===== src/rtl/fifo_flow_ctrl.sv =====
// Synchronous FIFO with threshold flags, hysteretic pause FSM and error reporting.
// Optional FIFO_ERR_STICKY_EN: Error_Fifo latches until reset instead of pulsing.
module fifo_flow_ctrl #(
  parameter int unsigned DATA_WIDTH = 6,
  parameter int unsigned ADDR_WIDTH = 2
) (
  input  logic                  clk,
  input  logic                  reset_L,
  input  logic                  push,
  input  logic                  pop,
  input  logic [DATA_WIDTH-1:0] Fifo_Data_in,
  input  logic [ADDR_WIDTH:0]   umbral_bajo,
  input  logic [ADDR_WIDTH:0]   umbral_alto,
  output logic [DATA_WIDTH-1:0] Fifo_Data_out,
  output logic                  Data_valid,
  output logic [ADDR_WIDTH:0]   Fifo_Count,
  output logic                  Fifo_Empty,
  output logic                  Fifo_Full,
  output logic                  Almost_Empty,
  output logic                  Almost_Full,
  output logic                  Pausa,
  output logic                  Error_Fifo
);

  localparam int unsigned DEPTH = 1 << ADDR_WIDTH;
  localparam int unsigned CW    = ADDR_WIDTH + 1;

  typedef enum logic {
    S_RUN   = 1'b0,
    S_PAUSE = 1'b1
  } state_t;

  logic [DATA_WIDTH-1:0] mem [DEPTH];
  logic [ADDR_WIDTH-1:0] wr_ptr;
  logic [ADDR_WIDTH-1:0] rd_ptr;
  logic [CW-1:0]         count;
  logic [CW-1:0]         count_nxt;
  logic [CW-1:0]         lo_c;
  logic [CW-1:0]         hi_c;
  logic                  empty_c;
  logic                  full_c;
  logic                  pop_acc_c;
  logic                  push_acc_c;
  logic                  err_c;
  state_t                state;
  state_t                state_nxt;

  // Occupancy decode and thresholds saturated at DEPTH
  assign empty_c = (count == '0);
  assign full_c  = (count == CW'(DEPTH));
  assign lo_c    = (umbral_bajo > CW'(DEPTH)) ? CW'(DEPTH) : umbral_bajo;
  assign hi_c    = (umbral_alto > CW'(DEPTH)) ? CW'(DEPTH) : umbral_alto;

  // A pop frees a slot in the same cycle, so a full FIFO can take push+pop
  assign pop_acc_c  = pop && !empty_c;
  assign push_acc_c = push && (!full_c || pop_acc_c);
  assign err_c      = (push && full_c && !pop_acc_c) || (pop && empty_c);

  always_comb begin
    count_nxt = count;
    case ({push_acc_c, pop_acc_c})
      2'b10:   count_nxt = count + CW'(1);
      2'b01:   count_nxt = count - CW'(1);
      default: count_nxt = count;
    endcase
  end

  // Storage is intentionally not reset
  always_ff @(posedge clk) begin
    if (push_acc_c) begin
      mem[wr_ptr] <= Fifo_Data_in;
    end
  end

  always_ff @(posedge clk or negedge reset_L) begin
    if (!reset_L) begin
      wr_ptr        <= '0;
      rd_ptr        <= '0;
      count         <= '0;
      Fifo_Data_out <= '0;
      Data_valid    <= 1'b0;
    end else begin
      count      <= count_nxt;
      Data_valid <= pop_acc_c;
      if (push_acc_c) begin
        wr_ptr <= wr_ptr + ADDR_WIDTH'(1);
      end
      if (pop_acc_c) begin
        rd_ptr        <= rd_ptr + ADDR_WIDTH'(1);
        Fifo_Data_out <= mem[rd_ptr];
      end
    end
  end

  // Pause FSM state register
  always_ff @(posedge clk or negedge reset_L) begin
    if (!reset_L) begin
      state <= S_RUN;
    end else begin
      state <= state_nxt;
    end
  end

  // Hysteresis; the assert condition wins when thresholds overlap
  always_comb begin
    state_nxt = state;
    case (state)
      S_RUN: begin
        if (count_nxt >= hi_c) begin
          state_nxt = S_PAUSE;
        end
      end
      S_PAUSE: begin
        if (count_nxt >= hi_c) begin
          state_nxt = S_PAUSE;
        end else if (count_nxt <= lo_c) begin
          state_nxt = S_RUN;
        end
      end
      default: state_nxt = S_RUN;
    endcase
  end

  always_ff @(posedge clk or negedge reset_L) begin
    if (!reset_L) begin
      Error_Fifo <= 1'b0;
    end else begin
`ifdef FIFO_ERR_STICKY_EN
      Error_Fifo <= Error_Fifo || err_c;
`else
      Error_Fifo <= err_c;
`endif
    end
  end

  assign Fifo_Count   = count;
  assign Fifo_Empty   = empty_c;
  assign Fifo_Full    = full_c;
  assign Almost_Empty = !empty_c && (count <= lo_c);
  assign Almost_Full  = (count >= hi_c) && !full_c;
  assign Pausa        = (state == S_PAUSE);

endmodule


===== config.mk =====
export PLATFORM = sky130hd
export DESIGN_NAME = fifo_flow_ctrl
export DESIGN_NICKNAME = d
export VERILOG_FILES = /design/src/rtl/fifo_flow_ctrl.sv
export SDC_FILE = /design/constraint.sdc
export NUM_CORES = 1
export LEC_CHECK = 0
export ABC_AREA = 1
export CELL_PAD_IN_SITES_DETAIL_PLACEMENT = 0
export CELL_PAD_IN_SITES_GLOBAL_PLACEMENT = 2
export CORE_MARGIN = 4
export CORE_UTILIZATION = 36
export CTS_CLUSTER_SIZE = 12
export DETAILED_ROUTE_END_ITERATION = 8
export GPL_ROUTABILITY_DRIVEN = 0
export PLACE_DENSITY = 0.85
export RECOVER_POWER = 50
export SLEW_MARGIN = 0
export SYNTH_ARGS = -nofsm -noshare
export SYNTH_HDL_FRONTEND = slang
export SYNTH_SLANG_ARGS = --single-unit
export TNS_END_PERCENT = 1

===== constraint.sdc =====
create_clock -name clk -period 6.15 [get_ports clk]
set_input_delay 0.9225 -clock clk [delete_from_list [all_inputs] [get_ports clk]]
set_output_delay 0.9225 -clock clk [all_outputs]
set_load 0.005 [all_outputs]

==> impl_metrics.env <==
export IMPL_status="complete, no violations"
export IMPL_ctsLongestPathBuffers=2
export IMPL_crit_reg2reg_launch="Fifo_Count[0]"
export IMPL_die_area_um2=6741
export IMPL_cp_arrival_ps=2690
export IMPL_dp_hpwl_um=2785
export IMPL_port_buffers=31
export IMPL_peakVddDrop_v=0.0001915
export IMPL_grt_busiest_layer="met2"
export IMPL_startpoint_type="input pin"
export IMPL_ctsHoldBuffers=0
export IMPL_hold_class="reg2reg"
export IMPL_synthTopCellsByArea="edfxtp_1 (36%), dfrtp_1 (20%), ha_1 (8.9%), nor2_1 (7.8%), inv_1 (5.3%)"
export IMPL_met2_usage_pct=20.76
export IMPL_area_growth_pct=22.72
export IMPL_cts_setup_buffers=0
export IMPL_max_slew_worst_pin_slew_ps=832.4
export IMPL_ctsHtreeMaxLevel=2
export IMPL_timing_rr_end="Pausa"
export IMPL_syn_area_um2=1977
export IMPL_setup_violations=0
export IMPL_place_ws_ps=2530
export IMPL_clkSlewWorstSetupHoldPaths_ps=70
export IMPL_wire_per_inst_um=12.29
export IMPL_postCtsResizedCells=0
export IMPL_clock_skew_ps=4.865
export IMPL_num_rows=26
export IMPL_dr_first_iter_drc_count=43
export IMPL_grtUsageMet3_pct=3.579
export IMPL_finalCritPeriodShare_pct=58.68
export IMPL_critical_path_class="in2out"
export IMPL_num_fill_cells=515
export IMPL_cp_end_kind="primary output"
export IMPL_yosysWarningCount=0
export IMPL_yosys_most_used_dff="edfxtp_1"
export IMPL_drc=0
export IMPL_diodes=0
export IMPL_max_slew_margin_pct=44.33
export IMPL_dr_total_vias=1343
export IMPL_wirelength_um=3687
export IMPL_ff2ff_path_depth=14
export IMPL_yosysMostFrequentCell="nor2_1"
export IMPL_synth_avg_cell_area_um2=10.14
export IMPL_met1_usage_pct=16.39
export IMPL_synth_common_cells="nor2_1 (41), inv_1 (28), edfxtp_1 (24), o21ai_0 (18), nand2_1 (17)"
export IMPL_setup_tns_ps=0
export IMPL_maxCapViolCount=0
export IMPL_setup_slack_ps=2541
export IMPL_fmax_mhz=277.1
export IMPL_finalHoldViolCount=0
export IMPL_synth_top_area_share_pct=36.46
export IMPL_fin_crit_ps=3609
export IMPL_synth_edf_count=24
export IMPL_die_width_um=82.11
export IMPL_power_density_nw_per_um2=440.9
export IMPL_regToRegSetupSlack_ps=3700
export IMPL_ys_types=26
export IMPL_drtAntennaViolNets=0
export IMPL_grt_max_degree=17
export IMPL_ys_seq_area_share_pct=56.71
export IMPL_grt_pass1_wl_um=6410
export IMPL_synthArstFlopShare_pct=40.00
export IMPL_cts_made_buffers=5
export IMPL_cts_tree="done"
export IMPL_clk_latency_ps=290
export IMPL_vias_per_cell=4.477
export IMPL_io_pins=32
export IMPL_grt_overflow=0
export IMPL_worstSetupStartpoint="umbral_alto[0]"
export IMPL_rsz0062_at_grt="no"
export IMPL_netlist_top_cell_by_area="edfxtp_1"
export IMPL_first_global_vias=1370
export IMPL_cts_root_buffer="clkbuf_8"
export IMPL_ys_ff_latch=40
export IMPL_holdPathEnd="Fifo_Data_out[3]"
export IMPL_hold_depth=2
export IMPL_slew_viol_final=0
export IMPL_antenna_found_initial=0
export IMPL_track_usage_pct=12.86
export IMPL_start_util_pct=37.98
export IMPL_worst_hold_startpoint="mem[1][3]"
export IMPL_drive_gt1_share_pct=5.652
export IMPL_cts_sinks=40
export IMPL_worstPathRequired_ps=5230
export IMPL_nets=260
export IMPL_power_leakage_uw=0.001053
export IMPL_syn_nets=226
export IMPL_coreArea_um2=5205
export IMPL_die_height_um=82.11
export IMPL_worstPathMaxFanout=2
export IMPL_synthCells=195
export IMPL_dr_pass1_iters=4
[power breakdown]
| part | total, µW | internal (µW) | switching [µW] |
|---|---|---|---|
| logic | 466 | 222 | 244 |
| clock network | 167 | 79.2 | 87.8 |
| registers | 437 | 369 | 67.6 |
| total | 1070 | 670 | 399 |
[kinds of logic (layout without fill, tap and decap cells)]
| group | Yosys count | after routing | synth area share (%) |
|---|---|---|---|
| AO/OA/AOI/OAI | 30 | 30 | 8.165 |
| XOR/XNOR | 4 | 4 | 1.772 |
| adder cells (fa/ha/maj) | 15 | 15 | 9.874 |
| buffers and inverters | 33 | 68 | 6.582 |
| flip-flops | 40 | 40 | 56.71 |
| AND/OR/NAND/NOR | 73 | 73 | 16.90 |
[metrics by stage]
| step | instances | total power (µW) | util, % | hold WS (ps) | cell area [µm²] |
|---|---|---|---|---|---|
| floorplan | 195 | 728.1 | - | 505.9 | 1977 |
| global placement | 292 | 922.6 | 45.22 | 520.9 | 2354 |
| detailed placement | 292 | 922.5 | 45.22 | 539.5 | 2354 |
| CTS | 300 | 1093 | 46.85 | 553.4 | 2439 |
| global route | 300 | 1193 | 46.61 | 603.1 | 2426 |
| finish | 300 | 1070 | 46.61 | 548.3 | 2426 |
[worst max path at each step]
stage	end	slack [ps]
final	Almost_Full	2540
after global routing	Almost_Full	2380
after CTS	Almost_Full	2510
after detailed placement	Almost_Full	2530
after global placement	Almost_Full	2540
after floorplan	Almost_Full	3470
[registers in the layout, indices dropped and copies added, names as in the netlist]
register / flops
mem: 24
Fifo_Data_out: 6
Fifo_Count: 3
rd_ptr: 2
wr_ptr: 2
Data_valid: 1
Error_Fifo: 1
Pausa: 1
[final cells by class]
type / count / area, µm² / area share, %
inverter: 29 / 108.9 / 4.487
clock buffer: 6 / 72.57 / 2.991
timing repair buffer: 31 / 310.3 / 12.79
clock inverter: 2 / 12.51 / 0.5157
multi-input combinational: 122 / 713.2 / 29.40
sequential: 40 / 1121 / 46.21
tap: 70 / 87.58 / 3.610
[worst max-delay path, cell delays in order]
cell and delay [ps]:
clkdlybuf4s50_1 470, inv_1 40, nor2_1 130, ha_1 250, inv_1 50, nand2_1 40, a21oi_1 120, nor2_1 50
o21ai_0 130, inv_1 50, clkdlybuf4s50_1 430
[placed cells by master (no fill, tap or decap), types with 5 or more instances in the layout]
master | netlist | final
dfrtp_1 | 16 | 16
dlygate4sd3_1 | 0 | 8
edfxtp_1 | 24 | 24
nand3_1 | 5 | 6
o21ai_0 | 18 | 18
inv_1 | 28 | 29
a31oi_1 | 6 | 6
nand2_1 | 17 | 18
ha_1 | 14 | 14
clkdlybuf4s50_1 | 0 | 23
clkbuf_8 | 0 | 5
nor2_1 | 41 | 41
[per-layer routing]
metal  part of all wire [%]  wire length, µm  vias to the layer above
li1                       -                -                      705
met1                     48             1774                      607
met2                     46             1689                       29
met3                    5.2              192                        2
met4                   0.79               29                        0
met5                      0                0                        -
Note: power is estimated with default switching activity, not from simulation.
